===== src/rtl/vend_pkg.sv =====
// rtl/vend_pkg.sv - coin/change encodings, coin values and FSM states shared by vend_ctrl
package vend_pkg;

    typedef enum logic [2:0] {
        COIN_NICKEL  = 3'd0,
        COIN_DIME    = 3'd1,
        COIN_QUARTER = 3'd2,
        COIN_FIFTY   = 3'd3,
        COIN_DOLLAR  = 3'd4,
        COIN_FIVE    = 3'd5
    } coin_type_e;

    typedef enum logic [1:0] {
        CHG_NICKEL  = 2'd0,
        CHG_DIME    = 2'd1,
        CHG_QUARTER = 2'd2,
        CHG_DOLLAR  = 2'd3
    } chg_type_e;

    typedef enum logic [1:0] {
        ST_IDLE   = 2'd0,
        ST_VEND   = 2'd1,
        ST_CHANGE = 2'd2
    } vend_state_e;

    localparam int VAL_NICKEL  = 5;
    localparam int VAL_DIME    = 10;
    localparam int VAL_QUARTER = 25;
    localparam int VAL_FIFTY   = 50;
    localparam int VAL_DOLLAR  = 100;
    localparam int VAL_FIVE    = 500;

    // Zero marks an unrecognised coin type.
    function automatic int coin_value(input logic [2:0] t);
        case (t)
            COIN_NICKEL:  return VAL_NICKEL;
            COIN_DIME:    return VAL_DIME;
            COIN_QUARTER: return VAL_QUARTER;
            COIN_FIFTY:   return VAL_FIFTY;
            COIN_DOLLAR:  return VAL_DOLLAR;
            COIN_FIVE:    return VAL_FIVE;
            default:      return 0;
        endcase
    endfunction

    function automatic int chg_value(input logic [1:0] t);
        case (t)
            CHG_NICKEL:  return VAL_NICKEL;
            CHG_DIME:    return VAL_DIME;
            CHG_QUARTER: return VAL_QUARTER;
            default:     return VAL_DOLLAR;
        endcase
    endfunction

endpackage


===== src/rtl/vend_change_gen.sv =====
// rtl/vend_change_gen.sv - greedy choice of the next change coin for the remaining amount
module vend_change_gen
    import vend_pkg::*;
#(
    parameter int CENTS_W = 10
) (
    input  logic [CENTS_W-1:0] remaining,
    output logic [1:0]         chg_type
);

    always_comb begin
        chg_type = CHG_NICKEL;
        if (remaining >= CENTS_W'(VAL_DOLLAR)) begin
            chg_type = CHG_DOLLAR;
        end else if (remaining >= CENTS_W'(VAL_QUARTER)) begin
            chg_type = CHG_QUARTER;
        end else if (remaining >= CENTS_W'(VAL_DIME)) begin
            chg_type = CHG_DIME;
        end
    end

endmodule


===== src/rtl/vend_ctrl.sv =====
// rtl/vend_ctrl.sv - vending machine controller: credit, prices, vend and change dispensing
// Optional feature macro: VEND_PRICE_PEEK_EN (zero-credit selection shows the slot price)
module vend_ctrl
    import vend_pkg::*;
#(
    parameter int  NUM_SLOTS  = 9,
    parameter int  CENTS_W    = 10,
    parameter int  MAX_CREDIT = 500,
    localparam int IW         = (NUM_SLOTS > 1) ? $clog2(NUM_SLOTS) : 1
) (
    input  logic                 clk,
    input  logic                 rst_n,
    input  logic                 coin_valid,
    input  logic [2:0]           coin_type,
    input  logic                 sel_valid,
    input  logic [IW-1:0]        sel_idx,
    input  logic                 cancel,
    input  logic                 cfg_we,
    input  logic [IW-1:0]        cfg_idx,
    input  logic [CENTS_W-1:0]   cfg_price,
    output logic [CENTS_W-1:0]   credit,
    output logic [CENTS_W-1:0]   disp_val,
    output logic [NUM_SLOTS-1:0] avail,
    output logic [NUM_SLOTS-1:0] oos,
    output logic                 vend_valid,
    output logic [IW-1:0]        vend_idx,
    output logic                 coin_reject,
    output logic                 sel_nak,
    output logic                 chg_valid,
    output logic [1:0]           chg_type,
    input  logic                 chg_ready,
    output logic                 busy
);

    vend_state_e        state_q, state_d;
    logic [CENTS_W-1:0] credit_q, credit_d;
    logic [CENTS_W-1:0] change_q, change_d;
    logic [IW-1:0]      vend_idx_q, vend_idx_d;
    logic               coin_reject_q, coin_reject_d;
    logic               sel_nak_q, sel_nak_d;
    logic               peek_valid_q, peek_valid_d;
    logic [CENTS_W-1:0] peek_val_q, peek_val_d;
    logic [CENTS_W-1:0] price_q [NUM_SLOTS];
    logic [CENTS_W-1:0] price_d [NUM_SLOTS];

    logic               sel_in_range;
    logic [CENTS_W-1:0] sel_price;
    logic [CENTS_W:0]   coin_sum;
    logic               coin_ok;

    function automatic logic [CENTS_W-1:0] round5(input logic [CENTS_W-1:0] v);
        return v - (v % CENTS_W'(5));
    endfunction

    vend_change_gen #(.CENTS_W(CENTS_W)) u_change_gen (
        .remaining (change_q),
        .chg_type  (chg_type)
    );

    assign sel_in_range = {1'b0, sel_idx} < (IW+1)'(NUM_SLOTS);
    assign sel_price    = sel_in_range ? price_q[sel_idx] : '0;
    assign coin_sum     = {1'b0, credit_q} + (CENTS_W+1)'(coin_value(coin_type));
    assign coin_ok      = (coin_value(coin_type) != 0) && (coin_sum <= (CENTS_W+1)'(MAX_CREDIT));

    always_comb begin
        for (int i = 0; i < NUM_SLOTS; i++) begin
            price_d[i] = (cfg_we && ({1'b0, cfg_idx} == (IW+1)'(i))) ? cfg_price : price_q[i];
        end
    end

    always_comb begin
        state_d       = state_q;
        credit_d      = credit_q;
        change_d      = change_q;
        vend_idx_d    = vend_idx_q;
        coin_reject_d = coin_valid;
        sel_nak_d     = 1'b0;
        peek_valid_d  = peek_valid_q;
        peek_val_d    = peek_val_q;

        unique case (state_q)
            ST_IDLE: begin
                if (cancel || sel_valid || coin_valid) begin
                    peek_valid_d = 1'b0;
                end
                if (cancel) begin
                    if (credit_q != '0) begin
                        change_d = round5(credit_q);
                        credit_d = '0;
                        state_d  = ST_CHANGE;
                    end
                end else if (sel_valid) begin
                    if (sel_price == '0) begin
                        sel_nak_d = 1'b1;
                    end else if (credit_q == '0) begin
`ifdef VEND_PRICE_PEEK_EN
                        peek_valid_d = 1'b1;
                        peek_val_d   = sel_price;
`else
                        sel_nak_d = 1'b1;
`endif
                    end else if (credit_q < sel_price) begin
                        sel_nak_d = 1'b1;
                    end else begin
                        change_d   = credit_q - sel_price;
                        credit_d   = '0;
                        vend_idx_d = sel_idx;
                        state_d    = ST_VEND;
                    end
                end else if (coin_valid) begin
                    coin_reject_d = !coin_ok;
                    if (coin_ok) begin
                        credit_d = coin_sum[CENTS_W-1:0];
                    end
                end
            end
            ST_VEND: begin
                // Odd-cent remainders from non-multiple-of-5 prices are forfeited here.
                change_d = round5(change_q);
                state_d  = (change_q == '0) ? ST_IDLE : ST_CHANGE;
            end
            ST_CHANGE: begin
                if (change_q == '0) begin
                    state_d = ST_IDLE;
                end else if (chg_ready) begin
                    change_d = change_q - CENTS_W'(chg_value(chg_type));
                end
            end
            default: begin
                state_d = ST_IDLE;
            end
        endcase
    end

    always_ff @(posedge clk or negedge rst_n) begin
        if (!rst_n) begin
            state_q       <= ST_IDLE;
            credit_q      <= '0;
            change_q      <= '0;
            vend_idx_q    <= '0;
            coin_reject_q <= 1'b0;
            sel_nak_q     <= 1'b0;
            peek_valid_q  <= 1'b0;
            peek_val_q    <= '0;
            for (int i = 0; i < NUM_SLOTS; i++) begin
                price_q[i] <= '0;
            end
        end else begin
            state_q       <= state_d;
            credit_q      <= credit_d;
            change_q      <= change_d;
            vend_idx_q    <= vend_idx_d;
            coin_reject_q <= coin_reject_d;
            sel_nak_q     <= sel_nak_d;
            peek_valid_q  <= peek_valid_d;
            peek_val_q    <= peek_val_d;
            price_q       <= price_d;
        end
    end

    always_comb begin
        for (int i = 0; i < NUM_SLOTS; i++) begin
            oos[i]   = (price_q[i] == '0);
            avail[i] = (price_q[i] != '0) && (credit_q >= price_q[i]);
        end
    end

    always_comb begin
        disp_val = peek_valid_q ? peek_val_q : credit_q;
        if (state_q == ST_VEND) begin
            disp_val = price_q[vend_idx_q];
        end else if (state_q == ST_CHANGE) begin
            disp_val = change_q;
        end
    end

    assign credit      = credit_q;
    assign vend_valid  = (state_q == ST_VEND);
    assign vend_idx    = vend_idx_q;
    assign coin_reject = coin_reject_q;
    assign sel_nak     = sel_nak_q;
    assign chg_valid   = (state_q == ST_CHANGE) && (change_q != '0);
    assign busy        = (state_q != ST_IDLE);

endmodule


===== config.mk =====
export PLATFORM = sky130hd
export DESIGN_NAME = vend_ctrl
export DESIGN_NICKNAME = d
export VERILOG_FILES = /design/src/rtl/vend_pkg.sv /design/src/rtl/vend_change_gen.sv /design/src/rtl/vend_ctrl.sv
export SDC_FILE = /design/constraint.sdc
export NUM_CORES = 1
export LEC_CHECK = 0
export CORE_MARGIN = 2
export CORE_UTILIZATION = 31
export DETAILED_ROUTE_END_ITERATION = 10
export HOLD_SLACK_MARGIN = 0.02
export PLACE_DENSITY = 0.49
export SETUP_SLACK_MARGIN = 0.05
export SLEW_MARGIN = 30
export SYNTH_ARGS = -nofsm -noshare
export SYNTH_HDL_FRONTEND = slang
export SYNTH_SLANG_ARGS = --single-unit

===== constraint.sdc =====
create_clock -name clk -period 12.5 [get_ports clk]
set_input_delay 3.125 -clock clk [delete_from_list [all_inputs] [get_ports clk]]
set_output_delay 3.125 -clock clk [all_outputs]
set_load 0.005 [all_outputs]

# Yosys cells after proc, flatten, opt, wreduce, memory -nomap -nowiden
# Index checks and enable logic that the tools add are counted.
# totals
ff_bits,118
input_bits,28
output_inout_bits,49
word_cells,184
# classes
n_addsub,5
n_div,2
n_lt_le_gt_ge,17
eq_ne,29
mux,53
n_bitwise,6
reduce_logical,57
# op_table
cell,count
10-bit two-way mux,26
10-bit logical NOT,12
10-bit nonzero test,11
10-bit greater-or-equal comparator,9
10-bit binary-select mux with 4-bit select,2
9-bit one-hot mux with 6 select lines,1
10-bit subtractor,4
32-bit nonzero test,1
10-bit one-hot mux with 3 select lines,1
"3-bit inequality test, second input constant",8
7-bit one-hot mux with 3 select lines,1
1-bit logical AND,20
"10-bit by 3-bit modulo with 10-bit output, second input constant",2
2-bit two-way mux,10
"4-bit by 3-bit == test with 1-bit output, second input constant",4
6-bit AND reduction,2
10-bit by 11-bit adder with 11-bit output,1
"11-bit by 9-bit less-or-equal comparator with 1-bit output, second input constant",1
1-bit two-way mux,11
"10-bit by 4-bit greater-or-equal comparator with 1-bit output, second input constant",1
"10-bit by 5-bit greater-or-equal comparator with 1-bit output, second input constant",1
"10-bit by 7-bit greater-or-equal comparator with 1-bit output, second input constant",1
"5-bit greater-or-equal comparator, second input constant",2
10-bit < comparator,1
other kinds (22),36

# Depth between registers and ports, before layout
# logic_depth
ltp_word,13
depth_mapped,39
ltp_nobuf,36

# By module
# Synthesis repeated with hierarchy kept, for this count alone.
# hier_totals
cells_unflattened,1447
area_unflattened_um2,12717.2
# by_module_without_submodules
mod,n_inst,cells_per_inst,area_per_inst_um2,seq_area_each_um2
vend_ctrl,1,1438,12653.4,2952.8
vend_change_gen,1,9,63.8,0.0

# Least setup slack after synthesis
# No wires, ideal clock.
# synth_path
kind,in2reg
startpoint,in sel_idx[0]
endpoint,reg change_q[5]
setup_time_ns,0.125
arrival_ns,6.861
slack_ns,5.515
cell_stages,20
n_path_buf,4
path_cell_list,clkbuf_1 -> buf_4 -> buf_2 -> mux4_2 -> mux2i_1 -> nor2_1 -> a21oi_1 -> fa_1 -> a21o_1 -> a21oi_1 -> o21bai_1 -> a21oi_1 -> o21bai_1 -> a21oi_1 -> o21ai_0 -> nand4_1 -> o21ai_0 -> o211a_1 -> buf_2 -> mux2_2
# synth_between
elab_chain_len,12
word_cells_on_any_way,18
# synth_lines
item,line,rtl
"start, declared",vend_ctrl.sv:16,"input logic [IW-1:0] sel_idx,"
4-bit NOT with 5-bit output (not written as such),vend_ctrl.sv:61,assign sel_price = sel_in_range ? price_q[sel_idx] : '0;
10-bit binary-select mux with 4-bit select,vend_ctrl.sv:61,
10-bit two-way mux (not written as such) (2 in series),vend_ctrl.sv:61,
10-bit two-way mux *,vend_ctrl.sv:61,
10-bit subtractor,vend_ctrl.sv:105,change_d = credit_q - sel_price;
10-bit two-way mux,vend_ctrl.sv:102,end else if (credit_q < sel_price) begin
10-bit two-way mux,vend_ctrl.sv:95,end else if (credit_q == '0) begin
10-bit two-way mux,vend_ctrl.sv:93,if (sel_price == '0) begin
10-bit two-way mux,vend_ctrl.sv:92,end else if (sel_valid) begin
10-bit two-way mux,vend_ctrl.sv:86,if (cancel) begin
10-bit one-hot mux with 3 select lines,vend_ctrl.sv:81,unique case (state_q)
"end signal, assigned",vend_ctrl.sv:151,change_q <= change_d;
"end, declared",vend_ctrl.sv:37,"logic [CENTS_W-1:0] change_q, change_d;"
# Every way passes the cells marked *; elsewhere a longest branch is shown, timed or not. The select of a mux whose other input is x is not followed.
# A chain may end at the register's enable or synchronous reset.

# Worst setup path after layout
# layout_path
startpoint,reg credit_q[9] (netlist: credit[9])
endpoint,reg change_q[9]
# layout_between
elab_chain_len,7
word_cells_on_any_way,17
# layout_lines
item,line,rtl
"start, declared",vend_ctrl.sv:36,"logic [CENTS_W-1:0] credit_q, credit_d;"
"start signal, assigned",vend_ctrl.sv:150,credit_q <= credit_d;
"parallel branches: the longest is 7 deep, another holds 10-bit by 3-bit modulo with 10-bit output",-,
# Several ways; the timed one is not identified. The select of a mux whose other input is x is not followed.

==> qor.yml <==
worst_setup_path:
  cp-start-kind: "flop"
  crit_path_max_fanout: 20
  crit_slowest_cell: "dfrtp_1"
  rr_startpoint: "credit[9]"
  crit_arrival_ns: 8.27
  critical_path_class: "flop to flop"
  cp.required_ns: 12.79
  endpoint_kind: "flop"
  max_stage_delay_ns: 0.76
  crit_start: "credit[9]"
die:
  top_level_ports: 77
  start_util: 0.315
  num_rows: 74
  die_h_microns: 208
  die_w_microns: 208
  coreArea_sq_um: 40800
  die_area_sq_um: 43100
power:
  seqPwrFrac: 0.176
  pwr_density_cell_nw_per_um2: 264
  pwr-share-clk: 0.121
  peakVddDrop_uv: 142
  switching_share: 0.499
  power.switching_mw: 1.93
  internal_power_mw: 1.93
  p_leak_nw: 6.55
  pwr-share-comb: 0.703
synthesis:
  syn-instance-count: 1456
  synth.net_count: 1629
  ys_async_sr_fraction: 1.00
  synth_warnings: 0
  synthTopCellsByArea: "dfrtp_1, ha_1, mux4_2"
  synth_area_per_cell_sq_um: 8.82
  synth_seq_area_share: 0.230
  synth_flop_cell: "dfrtp_1"
  yosys_register_bits: 118
  yosys.area.top_type: "dfrtp_1"
  synth-edff-count: 0
  yosysMostFrequentCell: "ha_1"
  syn_area_sq_um: 12800
  ys_types: 93
  synth_top_area_frac: 0.230
  synthTopCellsByCount: "ha_1, inv_1, dfrtp_1"
cts:
  max-clock-path-buffers: 2
  cts-root-buf: "clkbuf_16"
  cts-htree-levels: 4
  path_clk_slew_ns: 0.06
  cts_tree: "built"
  cts_made_buffers: 17
  postCtsHoldBufs: 0
  cts_setup_buffers: 0
  clkLatencyLatePin_ns: 0.44
  cts.sinks: 118
  cts_resized: 0
grt:
  grt_overflow_total: 0
  grt_use_met2: 0.333
  grt_start_max_net_pins: 64
  grt_use_total: 0.194
  antenna_found_initial: 1
  gr-usage-met3: 0.0271
  grt_busiest_layer: "met2"
  grt_pass1_wl_microns: 65300
  met1_usage: 0.255
  grt_pass1_vias: 11100
final_layout:
  antenna_cells: 0
  fillers: 4228
  drive_above_1_share: 0.129
  area_growth_pct: 13.6
  nNetsFinal: 1657
route:
  avgRoutedWirePerCell_microns: 20.6
  via_per_inst: 5.47
  drt_pass1_iterations: 5
  drc: 0
  drtIter0Drc: 654
  wl_microns: 41700
  via_count: 11100
  ant_nets: 0
hold_path:
  hp-class: "flop to flop"
  hold_start: "price_q[43]"
sta:
  slew_violations: 0
  worstMarginPinSlew_ns: 0.932
  slew_headroom: 0.378
  fmax_mhz: 125
  setup_viol: 0
  post-route-min-period_ns: 7.98
  whs_ns: 0.572
  post-route-period-util: 0.638
  rsz0062_at_grt: "no"
  skew_ns: 0.0166
  finalHoldViolations: 0
  fin_setup_tns_ns: 0
placed_design:
  gp_congestion: 0.898
  hpwlAfterDp_microns: 31300
  io_buffers: 76
run_status:
  run_status: "completed"
run:
  maxCapViolations: 0
[placed cells by master (no fill, tap or decap), types with 7 or more instances in the layout]
master and instances:
nand2_1 113, a211oi_1 17, nor4_1 17, a21oi_1 81, a31oi_1 13, ha_1 141
mux2_2 61, nor2b_1 29, nor3b_1 9, nand4_1 21, nor3_1 21, clkdlybuf4s50_1 75
buf_4 19, nand2b_1 31, nand3_1 14, dfrtp_1 116, clkbuf_16 17, mux2i_1 37
o21ai_0 115, xnor2_1 31, o2111ai_1 7, o21bai_1 11, nand3b_1 9, xor2_1 16
inv_1 125, a21o_1 60, and3_1 10, nor2_1 63, mux4_2 40
[worst max-delay path: cells and delay by family (launching register included)]
| kind | cells | cell delay [ns] |
|---|---|---|
| xor+xnor | 3 | 0.49 |
| simple gates | 6 | 1.40 |
| buf+inv | 3 | 0.61 |
| compound gates | 15 | 3.15 |
| flops | 1 | 0.76 |
| fa+ha+maj | 3 | 1.01 |
| mux | 1 | 0.41 |
[cell type report]
cell class                      count  area (sq um)  area share
Clock inverter                     13          98.8     0.00678
Timing Repair Buffer               95           905      0.0620
Multi-Input combinational cell   1122          9030       0.619
Inverter                          130           488      0.0335
Sequential cell                   118          2960       0.203
Tap cell                          532           666      0.0456
Clock buffer                       18           439      0.0301
[power groups by stage]
stage | logic, mW | registers [mW] | clock network, mW
2_1_floorplan | 2.11 | 0.563 | 0
3_3_place_gp | 2.70 | 0.679 | 0
3_5_place_dp | 2.70 | 0.683 | 0
4_1_cts | 2.71 | 0.677 | 0.478
5_1_grt | 3.00 | 0.697 | 0.492
6_report | 2.71 | 0.678 | 0.465
[kinds of logic (layout without fill, tap and decap cells)]
family,Yosys count,in the layout,share of synthesized area
xor+xnor,47,47,0.0321
mux,139,139,0.154
simple gates,395,395,0.167
flops,118,118,0.230
buf+inv,216,256,0.0681
compound gates,396,396,0.205
fa+ha+maj,145,145,0.144
[stage by stage]
stage               setup slack, ns  power, mW  utilization  std cells  area (sq um)
floorplan                      5.51       2.67            -       1456         12800
global placement               4.33       3.38        0.344       1997         14000
detailed placement             4.30       3.38        0.344       1997         14000
CTS                            4.49       3.87        0.357       2028         14600
global route                   3.73       4.19        0.357       2028         14600
finish                         4.52       3.86        0.357       2028         14600
[worst paths after layout]
check | cells past startpoint | to | slack [ns]
max in group asynchronous | 2 | price_q[56] | 8.61
max | 31 | change_q[9] | 4.52
min reg2reg | 1 | price_q[43] | 0.57
max reg2reg | 31 | change_q[9] | 4.52
min in group asynchronous | 1 | price_q[17] | 2.68
min | 1 | price_q[43] | 0.57
[registers in the layout (all words and copies together) (netlist names)]
| register | count |
|---|---|
| coin_reject | 1 |
| sel_nak | 1 |
| price_q | 90 |
| vend_idx | 4 |
| change_q | 10 |
| credit | 10 |
| state_q | 2 |
[per-layer routing]
| metal | wire length, microns | up-vias | share of wire |
|---|---|---|---|
| li1 | - | 5389 | - |
| met1 | 18900 | 5442 | 0.45 |
| met2 | 20600 | 208 | 0.49 |
| met3 | 1580 | 47 | 0.038 |
| met4 | 665 | 2 | 0.016 |
| met5 | 16 | - | 0.00038 |
Note: power is estimated with default switching activity, not from simulation.
